--- config.mk ---
export PLATFORM = sky130hd
export DESIGN_NAME = porta_ctrl_encoder
export DESIGN_NICKNAME = d
export VERILOG_FILES = /design/src/rtl/porta_ctrl_encoder.sv
export SDC_FILE = /design/constraint.sdc
export NUM_CORES = 1
export LEC_CHECK = 0
export ABC_AREA = 0
export BUFFER_PORTS_ARGS = -buffer_cell sky130_fd_sc_hd__buf_4
export CELL_PAD_IN_SITES_DETAIL_PLACEMENT = 1
export CELL_PAD_IN_SITES_GLOBAL_PLACEMENT = 1
export CORE_MARGIN = 3
export CORE_UTILIZATION = 25
export DETAILED_ROUTE_END_ITERATION = 10
export PLACE_DENSITY_LB_ADDON = 0.1
export SLEW_MARGIN = 0
export SYNTH_ARGS = -nofsm -noshare
export SYNTH_HDL_FRONTEND = slang
export SYNTH_SLANG_ARGS = --single-unit
--- constraint.sdc ---
create_clock -name clk -period 4.79 [get_ports clk]
set_input_delay 0.479 -clock clk [delete_from_list [all_inputs] [get_ports clk]]
set_output_delay 0.479 -clock clk [all_outputs]
set_load 0.01 [all_outputs]
--- src/rtl/porta_ctrl_encoder.sv ---
// porta_ctrl_encoder: keypad scanner, debouncer and controller pin encoder.
// Optional autofire gating on the fire pins: define PORTA_CTRL_TURBO_EN.
module porta_ctrl_encoder #(
  parameter int SCAN_DIV     = 1024,
  parameter int DEBOUNCE_CNT = 4
`ifdef PORTA_CTRL_TURBO_EN
  ,
  parameter int TURBO_DIV    = 16
`endif
) (
  input  logic       clk,
  input  logic       rst,
  output logic [3:0] row_n,
  input  logic [2:0] col_n,
  input  logic [5:0] btn_n,
  input  logic       sel_joy_n,
  input  logic       sel_key_n,
  output logic       p1,
  output logic       p2,
  output logic       p3,
  output logic       p4,
  output logic       p6,
  output logic       p7,
  output logic       p9,
  output logic [3:0] key_code,
  output logic       key_valid
);

  localparam int DW = (SCAN_DIV > 1) ? $clog2(SCAN_DIV) : 1;

  typedef enum logic [1:0] {
    IDLE,
    DRIVE,
    NEXT,
    FRAME
  } state_e;

  state_e        state_q, state_d;
  logic [1:0]    row_q, row_d;
  logic [DW-1:0] div_q, div_d;
  logic          latch;

  logic [2:0]      col_m_q, col_s_q;
  logic [5:0]      btn_m_q, btn_s_q;
  logic [3:0][2:0] scan_q;

  logic [11:0] pr;
  logic [3:0]  code_c;
  logic [9:0]  cand;
  logic [9:0]  cand_q, cand_d;
  logic [9:0]  com_q, com_d;
  logic [3:0]  cnt_q, cnt_d;

  logic [3:0]  key_code_q;
  logic        key_valid_q;
  logic        fire_l, fire_r;
  logic [4:0]  kp, jy;
  logic [4:0]  pins_q, pins_d;

  // Two-flop synchronisers for the asynchronous keypad and button inputs
  always_ff @(posedge clk) begin
    if (rst) begin
      col_m_q <= '1;
      col_s_q <= '1;
      btn_m_q <= '1;
      btn_s_q <= '1;
    end else begin
      col_m_q <= col_n;
      col_s_q <= col_m_q;
      btn_m_q <= btn_n;
      btn_s_q <= btn_m_q;
    end
  end

  // Scan state, row pointer and dwell counter registers
  always_ff @(posedge clk) begin
    if (rst) begin
      state_q <= IDLE;
      row_q   <= '0;
      div_q   <= '0;
    end else begin
      state_q <= state_d;
      row_q   <= row_d;
      div_q   <= div_d;
    end
  end

  // Scan sequencing: dwell on each row, step rows, one evaluation clock
  always_comb begin
    state_d = state_q;
    row_d   = row_q;
    div_d   = div_q;
    latch   = 1'b0;
    unique case (state_q)
      IDLE: begin
        state_d = DRIVE;
        row_d   = '0;
        div_d   = '0;
      end
      DRIVE: begin
        if (div_q == DW'(SCAN_DIV - 1)) begin
          latch   = 1'b1;
          div_d   = '0;
          state_d = NEXT;
        end else begin
          div_d = div_q + 1'b1;
        end
      end
      NEXT: begin
        row_d   = row_q + 2'd1;
        state_d = (row_q == 2'd3) ? FRAME : DRIVE;
      end
      FRAME: begin
        row_d   = '0;
        state_d = DRIVE;
      end
      default: state_d = IDLE;
    endcase
  end

  assign row_n = (state_q == DRIVE) ? ~(4'b0001 << row_q) : 4'hF;

  // Capture the settled column levels at the end of each row dwell
  always_ff @(posedge clk) begin
    if (rst) begin
      scan_q <= '1;
    end else if (latch) begin
      scan_q[row_q] <= col_s_q;
    end
  end

  function automatic logic [3:0] key_lut(input int idx);
    case (idx)
      0:       key_lut = 4'hD;
      1:       key_lut = 4'h7;
      2:       key_lut = 4'hC;
      3:       key_lut = 4'h2;
      4:       key_lut = 4'h3;
      5:       key_lut = 4'hE;
      6:       key_lut = 4'h5;
      7:       key_lut = 4'h1;
      8:       key_lut = 4'hB;
      9:       key_lut = 4'h9;
      10:      key_lut = 4'hA;
      11:      key_lut = 4'h6;
      default: key_lut = 4'hF;
    endcase
  endfunction

  // Frame encode: lowest row-major pressed key wins
  always_comb begin
    pr     = '0;
    code_c = 4'hF;
    for (int r = 0; r < 4; r++) begin
      for (int c = 0; c < 3; c++) begin
        pr[r*3+c] = ~scan_q[r][c];
      end
    end
    for (int i = 11; i >= 0; i--) begin
      if (pr[i]) code_c = key_lut(i);
    end
  end

  assign cand = {code_c, btn_s_q};

  // Debounce: commit once the candidate repeats enough frames
  always_comb begin
    cand_d = cand_q;
    cnt_d  = cnt_q;
    com_d  = com_q;
    if (state_q == FRAME) begin
      cand_d = cand;
      if (cand == cand_q) begin
        cnt_d = (cnt_q == 4'(DEBOUNCE_CNT)) ? cnt_q : cnt_q + 4'd1;
      end else begin
        cnt_d = '0;
      end
      if (cnt_d == 4'(DEBOUNCE_CNT)) com_d = cand;
    end
  end

  // Debounce state and committed-state registers
  always_ff @(posedge clk) begin
    if (rst) begin
      cand_q <= {4'hF, 6'h3F};
      com_q  <= {4'hF, 6'h3F};
      cnt_q  <= '0;
    end else begin
      cand_q <= cand_d;
      com_q  <= com_d;
      cnt_q  <= cnt_d;
    end
  end

`ifdef PORTA_CTRL_TURBO_EN
  localparam int FW = (TURBO_DIV > 1) ? $clog2(TURBO_DIV) : 1;

  logic [FW-1:0] fcnt_q;
  logic          phase_q;

  // Autofire phase flips every TURBO_DIV frames
  always_ff @(posedge clk) begin
    if (rst) begin
      fcnt_q  <= '0;
      phase_q <= 1'b0;
    end else if (state_q == FRAME) begin
      if (fcnt_q == FW'(TURBO_DIV - 1)) begin
        fcnt_q  <= '0;
        phase_q <= ~phase_q;
      end else begin
        fcnt_q <= fcnt_q + 1'b1;
      end
    end
  end

  assign fire_l = ~(~com_q[4] & phase_q);
  assign fire_r = ~(~com_q[5] & phase_q);
`else
  assign fire_l = com_q[4];
  assign fire_r = com_q[5];
`endif

  // Pin mux: each asserted select contributes, wired-AND when both low
  always_comb begin
    kp     = {fire_r, com_q[9:6]};
    jy     = {fire_l, com_q[3], com_q[2], com_q[1], com_q[0]};
    pins_d = (sel_key_n ? 5'h1F : kp) & (sel_joy_n ? 5'h1F : jy);
  end

  // Registered pin and key outputs
  always_ff @(posedge clk) begin
    if (rst) begin
      pins_q      <= 5'h1F;
      key_code_q  <= 4'hF;
      key_valid_q <= 1'b0;
    end else begin
      pins_q      <= pins_d;
      key_code_q  <= com_q[9:6];
      key_valid_q <= (com_q[9:6] != 4'hF);
    end
  end

  assign p1        = pins_q[0];
  assign p2        = pins_q[1];
  assign p3        = pins_q[2];
  assign p4        = pins_q[3];
  assign p6        = pins_q[4];
  assign p7        = 1'b1;
  assign p9        = 1'b1;
  assign key_code  = key_code_q;
  assign key_valid = key_valid_q;

endmodule
==> impl_metrics.csv <==
group,metric,value,unit
cells_and_area,n_antenna_cell,0,
sta,fin_crit_sh,0.550,
floorplan,dieWidth,121,um
sta,finalSetupTns,0,ns
pwr,p_leak,1.57,nW
clocking,cts.repair.resized,0,
global_route,antenna_found_initial,0,
sta,hold_viol_final,0,
detailed_routing,drc,0,
global_route,grt_usage,0.119,
detailed_routing,vias_per_cell,4.68,
logic_synthesis,synth_ff_type,"dfxtp_1",
clocking,postCtsSetupBuffers,0,
detailed_routing,drt_iter0_markers,75,
clocking,cts_htree_levels,3,
sta,finalSetupViolations,0,
logic_synthesis,synth_edf_count,0,
setup_path,arrival,2.86,ns
clocking,cts_hold_buf,0,
cells_and_area,nets,415,
logic_synthesis,netlist_area,0.00332,mm^2
logic_synthesis,async_reset_ff_frac,0,
sta,relSlewSlack,0.318,
floorplan,die_h,121,um
setup_path,slowest_delay,0.73,ns
logic_synthesis,yosysSeqAreaShare,0.470,
placement,place_hpwl,5660,um
logic_synthesis,synth.top_cell.area_share,0.470,
floorplan,ios,29,
sta,fin_crit,2.63,ns
cells_and_area,final_util,0.310,
global_route,grt_max_degree,46,
clocking,clk_latency,0.34,ns
setup_path,worstPathMaxFanout,16,
clocking,cts_num_sinks,78,
flow_run,drv_cap,0,
placement,placed_cells,551,
setup_path,crit_type,"reg2reg",
logic_synthesis,yosysMostFrequentCell,"dfxtp_1",
detailed_routing,first_pass_iters,4,
sta,clock-skew-final,0.00648,ns
logic_synthesis,yosysWarnings,0,
sta,rsz0062_at_grt,"no",
placement,pre_cts_ws,2.18,ns
global_route,overflow,0,
setup_path,cp-start-kind,"register",
floorplan,start_util,0.259,
setup_path,crit_path_top_delay_cell,"or4_4",
logic_synthesis,ys_seq_elements,78,
global_route,first_global_vias,2715,
detailed_routing,num_vias,2653,
clocking,root_buffer,"clkbuf_16",
sta,worst_slack,2.16,ns
logic_synthesis,synth.distinct_cells,49,
clocking,numCtsBuffers,9,
cells_and_area,area_delta_synth_final,19.5,%
setup_path,path_cells,"ha_1 -> nand4b_1 -> or4_4 -> mux2_4",
clocking,cts.clk_slew.worst_paths,0.06,ns
setup_path,end_kind,"register",
logic_synthesis,synth.avg_cell_area,8.98,um^2
global_route,grt_pass1_wl,13500,um
detailed_routing,ant_nets,0,
logic_synthesis,netlist_instances,370,
pwr,power-per-cell-area,422,mW/mm^2
logic_synthesis,netlist_top_cells_count,"dfxtp_1 (78), nand2_1 (36), nor2_1 (33), a21oi_1 (27), o21ai_0 (23)",
pwr,irDropWorstVdd,203,uV
sta,maxSlewViolCount,0,
run_status,status,"complete, no violations",
setup_path,required,5.02,ns
floorplan,rows,41,
cells_and_area,layout-drive-gt1-share,0.187,
floorplan,core_area,0.0128,mm^2
floorplan,dieArea,0.0147,mm^2
clocking,clock_path_buffers,2,
detailed_routing,routed_wl,8010,um
placement,gp_congestion,0.759,
sta,worstMarginPinSlew,1.02,ns
logic_synthesis,yosys-top-cells-area,"dfxtp_1 (47%), ha_1 (4.5%), or2_2 (4.1%), a21oi_1 (4.1%), nand2_1 (4.1%)",
sta,fmaxAchievable,380,MHz
cells_and_area,instances_no_fill,567,
detailed_routing,wl_per_cell,14.1,um
clocking,cts_tree,"yes",
logic_synthesis,yosysTopAreaCell,"dfxtp_1",
placement,port-buffer-count,26,
hold_path,hp-class,"in2reg",
## layout by cell type (no fill, tap or decap), drive strengths merged, types with 2 or more instances in the layout
cell type,count
nor3,5
and3,5
inv,20
a41oi,2
conb,2
nand3b,4
dfxtp,78
o211ai,8
xor2,6
nand2,36
o21ai,24
nand4b,2
a21oi,27
clkinv,3
a31oi,2
clkbuf,11
nand4,4
o21a,2
or2,23
mux2i,8
nand2b,2
a211oi,5
ha,12
xnor2,4
a311oi,3
or4,4
nor2,33
mux2,3
buf,27
nand3,7
o41ai,7
o22ai,5
## registers in the layout, summed over array words and instances, names as in the netlist
signal	count
pins_q	5
key_valid	1
btn_s_q	6
key_code	4
btn_m_q	6
row_q	2
div_q	10
col_s_q	3
cand_q	10
col_m_q	3
cnt_q	4
scan_q	12
com_q	10
state_q	2
## worst paths after layout
path | slack [ns] | startpoint | end | cells after the start
setup / recovery | 2.16 | state_q[0] | com_q[9] | 4
hold / removal | 0.32 | btn_n[0] | btn_m_q[0] | 2
setup reg to reg | 2.16 | state_q[0] | com_q[9] | 4
hold reg to reg | 0.41 | btn_m_q[3] | btn_s_q[3] | 1
## cell families after synthesis
group                    count (synthesis)  synth area share
AND/OR/NAND/NOR                        128             0.192
AO/OA/AOI/OAI                           92             0.180
adder cells (fa/ha/maj)                 12            0.0452
buffers and inverters                   38            0.0478
XOR/XNOR                                10            0.0264
flip-flops                              78             0.470
multiplexers                            11            0.0377
other                                    1           0.00113
## worst max-delay path, delay by kind of cell, from the launching register on
| kind | cells | cell delay, ns |
|---|---|---|
| muxes | 1 | 0.33 |
| and+or+nand+nor | 2 | 1.11 |
| DFF | 1 | 0.41 |
| adders and majority gates | 1 | 0.66 |
## power by group
| part | internal [mW] | total, mW | switching, mW |
|---|---|---|---|
| combinational | 0.102 | 0.279 | 0.176 |
| sequential | 0.677 | 0.704 | 0.0267 |
| clock | 0.419 | 0.692 | 0.273 |
| total | 1.20 | 1.67 | 0.476 |
## per-stage QoR
stage	power [mW]	hold slack (ns)	instance area, um^2
finish	1.67	0.321	3970
global route	1.78	0.307	3970
CTS	1.71	0.306	3970
detailed placement	1.00	0.397	3670
global placement	1.00	0.395	3670
floorplan	0.913	0.389	3330
## area by class of cell
type,count,area [um^2]
clock buffer,11,243
clock inverter,5,57.6
fill,1503,8850
inverter,19,71.3
multi-input combinational,255,1620
sequential,78,1560
tap,172,215
timing repair buffer,27,203
## routing by layer
layer	global-route usage	wire, um	share of wire
met3	0.0326	261	0.033
met1	0.145	3880	0.49
met4	0.0567	143	0.018
met2	0.193	3720	0.46
met5	0	0	0
(Power assumes the default switching activity.)
